==> src/rtl/uart_rx.sv <==
// uart_rx: 8N1 serial receiver with a one-byte holding register on a
// ready/valid handshake. Bits are sampled at mid-bit, timed from the detected
// falling edge of the start bit. Framing errors and dropped bytes are reported
// as one-cycle pulses.
module uart_rx #(
  parameter int unsigned WTIME = 32'h28B0  // clock cycles per bit, >= 4
) (
  input  logic       CLK,
  input  logic       RESET,
  input  logic       UART_RX,
  output logic [7:0] DATA,
  output logic       VALID,
  input  logic       READY,
  output logic       FRAME_ERR,
  output logic       OVERRUN,
  output logic       BUSY
);

  localparam logic [31:0] HALF_BIT = 32'(WTIME / 2);
  localparam logic [31:0] LAST_CT  = 32'(WTIME - 1);

  typedef enum logic [2:0] {
    S_IDLE,
    S_START,
    S_DATA,
    S_STOP,
    S_WAIT_IDLE
  } state_t;

  // Input synchronizer and edge history
  logic       rx_meta_q;
  logic       rx_sync_q;
  logic       prev_q;
  logic       prev_d;
  logic [1:0] prime_q;
  logic [1:0] prime_d;
  logic       fall;

  // Frame FSM
  state_t      state_q;
  state_t      state_d;
  logic [31:0] ct_q;
  logic [31:0] ct_d;
  logic [2:0]  idx_q;
  logic [2:0]  idx_d;
  logic [7:0]  shift_q;
  logic [7:0]  shift_d;
  logic        commit;

  // Holding register and status pulses
  logic [7:0] data_q;
  logic [7:0] data_d;
  logic       valid_q;
  logic       valid_d;
  logic       ferr_q;
  logic       ferr_d;
  logic       ovr_q;
  logic       ovr_d;

  // The synchronizer flops reset to 1, which is not a real line level. prime_q
  // fills with ones over the two cycles it takes the pin to propagate through
  // the synchronizer; until then prev stays 0, so a line already low at reset
  // release never looks like a falling edge.
  always_comb begin
    prime_d = {prime_q[0], 1'b1};
    prev_d  = prime_q[1] ? rx_sync_q : 1'b0;
  end

  assign fall = !rx_sync_q && prev_q;

  // Two-flop synchronizer on the asynchronous serial input plus edge history
  always_ff @(posedge CLK or posedge RESET) begin
    if (RESET) begin
      rx_meta_q <= 1'b1;
      rx_sync_q <= 1'b1;
      prev_q    <= 1'b0;
      prime_q   <= 2'b00;
    end else begin
      rx_meta_q <= UART_RX;
      rx_sync_q <= rx_meta_q;
      prev_q    <= prev_d;
      prime_q   <= prime_d;
    end
  end

  // Frame sequencing: next state, bit timing, shift register, commit decision
  always_comb begin
    state_d = state_q;
    ct_d    = ct_q + 32'd1;
    idx_d   = idx_q;
    shift_d = shift_q;
    commit  = 1'b0;
    ferr_d  = 1'b0;
    case (state_q)
      S_IDLE: begin
        ct_d = '0;
        if (fall) begin
          state_d = S_START;
        end
      end
      S_START: begin
        // Mid start bit: a high line here means the edge was a glitch
        if (ct_q == HALF_BIT) begin
          ct_d    = '0;
          idx_d   = 3'd0;
          state_d = rx_sync_q ? S_IDLE : S_DATA;
        end
      end
      S_DATA: begin
        if (ct_q == LAST_CT) begin
          ct_d           = '0;
          shift_d[idx_q] = rx_sync_q;
          idx_d          = idx_q + 3'd1;
          if (idx_q == 3'd7) begin
            state_d = S_STOP;
          end
        end
      end
      S_STOP: begin
        if (ct_q == LAST_CT) begin
          ct_d = '0;
          if (rx_sync_q) begin
            commit  = 1'b1;
            state_d = S_IDLE;
          end else begin
            // Stop bit low: report once, then wait out any break condition
            ferr_d  = 1'b1;
            state_d = S_WAIT_IDLE;
          end
        end
      end
      S_WAIT_IDLE: begin
        ct_d = '0;
        if (rx_sync_q) begin
          state_d = S_IDLE;
        end
      end
      default: begin
        ct_d    = '0;
        state_d = S_IDLE;
      end
    endcase
  end

  // Holding register: accept a finished byte or flag it as dropped
  always_comb begin
    data_d  = data_q;
    valid_d = valid_q;
    ovr_d   = 1'b0;
    if (commit) begin
      // A byte consumed in the same cycle frees the slot for the new one
      if (!valid_q || READY) begin
        data_d  = shift_q;
        valid_d = 1'b1;
      end else begin
        ovr_d = 1'b1;
      end
    end else if (valid_q && READY) begin
      valid_d = 1'b0;
    end
  end

  // State, counters and output registers
  always_ff @(posedge CLK or posedge RESET) begin
    if (RESET) begin
      state_q <= S_IDLE;
      ct_q    <= '0;
      idx_q   <= 3'd0;
      shift_q <= 8'h00;
      data_q  <= 8'h00;
      valid_q <= 1'b0;
      ferr_q  <= 1'b0;
      ovr_q   <= 1'b0;
    end else begin
      state_q <= state_d;
      ct_q    <= ct_d;
      idx_q   <= idx_d;
      shift_q <= shift_d;
      data_q  <= data_d;
      valid_q <= valid_d;
      ferr_q  <= ferr_d;
      ovr_q   <= ovr_d;
    end
  end

  assign DATA      = data_q;
  assign VALID     = valid_q;
  assign FRAME_ERR = ferr_q;
  assign OVERRUN   = ovr_q;
  assign BUSY      = (state_q != S_IDLE);

endmodule

==> config.mk <==
export PLATFORM = sky130hd
export DESIGN_NAME = uart_rx
export DESIGN_NICKNAME = d
export VERILOG_FILES = /design/src/rtl/uart_rx.sv
export SDC_FILE = /design/constraint.sdc
export NUM_CORES = 1
export LEC_CHECK = 0
export CORE_UTILIZATION = 28
export CTS_CLUSTER_SIZE = 8
export DETAILED_ROUTE_END_ITERATION = 10
export GPL_TIMING_DRIVEN = 0
export PLACE_DENSITY = 0.49
export SYNTH_ARGS = -nofsm -noshare
export SYNTH_HDL_FRONTEND = slang
export SYNTH_SLANG_ARGS = --single-unit
==> constraint.sdc <==
create_clock -name CLK -period 2.2 [get_ports CLK]
set_clock_uncertainty 0.05 [all_clocks]
set_input_delay 0.44 -clock CLK [delete_from_list [all_inputs] [get_ports CLK]]
set_output_delay 0.44 -clock CLK [all_outputs]
set_load 0.05 [all_outputs]
==> results.md <==
Outcome:
- The run finished with clean final reports.

STA:
- The worst hold slack across all endpoints is 0.305 ns.
- The share of the cycle needed by the critical path after routing is 97.5%.
- Setup violations remaining at the end of the flow were counted as 0.
- The number of endpoints with negative hold slack in the final report came to 0.
- The relative slew slack is 65.4%.
- The number of max-slew violations in the final report came to 0.
- The achievable clock frequency is 466 MHz.
- Setup repair after global routing could not meet its margin everywhere.
- The total negative setup slack is 0 ns.
- For the pin with the worst max-slew slack, the measured transition is 0.519 ns.
- The final critical-path required period is 2.15 ns.

Detailed routing:
- The average detailed-routed wire length per instance is 16.2 um.
- In this run the remaining antenna-violating nets after routing total 0.
- The length of the first detailed-routing pass in iterations is 5.
- The number of vias in the routed layout is 2625.
- The final routed wirelength across all metal layers is 8010 um.
- The number of design rule violations left after detail routing is 0.
- The DRC violation total after the first TritonRoute iteration is 101.
- In the routed layout, each cell is associated on average with a via count of 5.31.

Floorplanning:
- Measured along the y axis, the die boundary spans 110 um.
- In this run the standard cell core region covers 11400 um^2.
- The I/O pin count is 16.
- The die width is 110 um.
- The initial utilization of the core area, before any placement, comes to 28.7%.
- The number of standard-cell rows in the floorplan is 39.
- The floorplan step defined a die boundary enclosing 12100 um^2.

Placed design:
- The sum of net half-perimeters after detailed placement is 5360 um.
- Input and output buffers added on the ports amount to 15.
- The congestion estimate from routability-driven global placement came to 0.767.

Synthesis:
- The average instance area after synthesis is 10.4 um^2.
- Counting distinct cell types in the post-synthesis netlist gives 52.
- The net count after synthesis is 324.
- Counting flops with a built-in enable in the synthesized netlist gives 0.
- The number of synthesis warnings is 0.
- The most instantiated flip-flop cell in the synthesis netlist is sky130_fd_sc_hd__dfrtp_1.
- The synthesized instance count is 316.
- Counting flops with an async set or reset pin after synthesis yields a share of 100%.
- The fraction of the yosys area taken by sequential cells is 47.5%.
- Counting flops and latches in the post-synthesis netlist gives 62.
- The mapped netlist covers 3270 um^2.

Hold path:
- The min-delay analysis places its worst path in the category reg -> reg.
- The worst hold path terminates at rx_sync_q.
- The depth of the worst hold-timing path is 0.
- The startpoint identified for the worst hold timing path is rx_meta_q.

Setup path:
- In this run the register-to-register setup slack is 0.05 ns.
- The critical path is of the reg -> reg type.
- The largest stage delay on the critical path is 0.48 ns.
- The data arrival time of the critical path is 2.35 ns.
- The largest fanout on the critical path is 10.
- The number of cells on the critical path is 6.
- The top cell family by delay on the critical path is simple AND/OR/NAND/NOR gates.
- The data required time of the worst path is 2.40 ns.
- The cell type of the slowest stage on the worst timing path is sky130_fd_sc_hd__or4_1.
- The critical register-to-register path endpoint is ct_q[25].
- The reg-to-reg critical path startpoint is ct_q[21].
- The worst setup path is launched from a flip-flop.
- Together, buffers and inverters on the worst path number 2.
- The worst setup path is captured at a flip-flop.
- The signal on the critical path passes through nand4_1 > or4_1 > buf_2 > buf_6 > or4_4 > a22oi_2.
- The number of cells on the worst reg-to-reg path is 6.

Clock network:
- The H-tree was split into 3 levels.
- TritonCTS built the clock tree.
- Counting along the longest clock path gives a buffer depth of 2.
- Buffers inserted to repair hold after CTS numbered 0.
- The cell chosen for the clock root is sky130_fd_sc_hd__clkbuf_16.
- At the later pin of the worst-skew pair, clock insertion delay measures 0.33 ns.
- The clock net in this run drives a total of 62 sinks.
- Clock-pin slew was measured on the worst setup and hold paths at 0.06 ns.
- The total CTS buffers is 9.

Global route:
- The via count of the first global-routing pass is 2576.
- The residual overflow from global routing is 0.
- The total track usage is 14.8%.
- The number of antenna violations at the first check in global routing is 0.
- The first global-routing pass estimated 13600 um of wire.
- Entering global routing, the biggest net connects 40 pins.

Power:
- Dividing total power by cell area gives a power density of 737 nW/um^2.
- The completed layout was analyzed and its total power is 3.05 mW.
- The static power due to leakage is 1.70 nW.
- The worst-case vdd ir drop is 0.358 mV.

Finish:
- The number of antenna diodes in the final layout is 0.
- Cells with a size suffix above 1 make up 26.2% of the layout.
- The number of nets at the end of the flow is 354.
- From synthesis to final layout, the design area changed by 26.6%.

Job:
- The number of maximum-capacitance violations is 0.
-- routing by layer --
metal	part of all wire, %	vias up	GRT usage, %
met1	48	1306	19.7
met5	0	-	0
met3	2.8	2	3.53
met4	0.36	0	4.23
li1	-	1273	-
met2	48	44	23.8
-- metrics by stage --
stage                     cells  setup WS, ns  util [%]  cell area, um^2
after floorplan             316        0.0445         -             3270
after global placement      474         -1.10      31.5             3600
after detailed placement    475        -0.581      31.7             3620
after CTS                   491       0.00182      35.5             4060
after global routing        494      -0.00479      36.3             4150
final                       494        0.0544      36.3             4150
-- flip-flops by register name, summed over array words and instances, names as in the netlist, 2 cells and up --
name     flops
ct_q        32
DATA         8
shift_q      8
idx_q        3
state_q      3
prime_q      2
-- synthesized netlist by cell type (7+ instances only) --
master	n	area (um^2)
sky130_fd_sc_hd__nand4_1	23	144
sky130_fd_sc_hd__nand3_1	17	85.1
sky130_fd_sc_hd__xor2_1	8	70.1
sky130_fd_sc_hd__a22oi_1	17	128
sky130_fd_sc_hd__o21ai_0	10	50.1
sky130_fd_sc_hd__or4_1	13	97.6
sky130_fd_sc_hd__inv_1	12	45.0
sky130_fd_sc_hd__clkbuf_1	14	52.6
sky130_fd_sc_hd__mux2_2	16	180
sky130_fd_sc_hd__nand2_1	9	33.8
sky130_fd_sc_hd__o31ai_1	13	97.6
sky130_fd_sc_hd__dfrtp_1	60	1500
sky130_fd_sc_hd__a21oi_1	13	65.1
sky130_fd_sc_hd__buf_2	8	40.0
sky130_fd_sc_hd__nor2_1	7	26.3
-- area by class of cell --
cell class	instances	area [um^2]
Buffer	18	104
Clock buffer	9	225
Clock inverter	7	97.6
Fill cell	1167	7270
Inverter	12	45.0
Multi-Input combinational cell	219	1690
Sequential cell	62	1560
Tap cell	143	179
Timing Repair Buffer	24	238
-- power by group --
part,total [mW],internal [mW],switching (mW)
clock,1.55,0.995,0.551
sequential,1.23,1.19,0.0424
combinational,0.281,0.107,0.173
-- cell families after synthesis --
family | after synthesis | share of synthesized area (%)
AND/OR/NAND/NOR | 121 | 24.1
AO/OA/AOI/OAI | 65 | 13.5
flip-flops | 62 | 47.5
buffers and inverters | 35 | 4.55
multiplexers | 17 | 5.81
XOR/XNOR | 11 | 2.94
adder cells (fa/ha/maj) | 4 | 1.53
other | 1 | 0.115
-- what timing repair did --
item                       CTS  global route
pin swaps                    3             4
setup endpoints to repair   57            40
gates resized for setup     21            25
buffers inserted             5             3
-- worst max-delay path by stage --
stage,from,to,slack (ns)
final,ct_q[21],ct_q[25],0.05
after global routing,ct_q[0],ct_q[20],-0.005
after CTS,ct_q[24],ct_q[20],0.002
after detailed placement,ct_q[24],ct_q[20],-0.58
after global placement,RESET,ct_q[0],-1.10
after floorplan,ct_q[0],ct_q[18],0.04
-- placed cells by master, fill, tap and decap left out, drive strengths merged, types with 4 or more instances in the layout --
master          n
or3             7
a21oi          13
mux2           16
ha              4
dfrtp          60
xor2            8
nand2           9
o21ai          10
a22oi          18
or4            14
nor2            7
buf            17
and3            4
and4            6
clkbuf         20
nand3          17
clkdlybuf4s50  14
inv            13
nor3            5
o31ai          13
nor4            7
nand4          24
(Power assumes the default switching activity.)
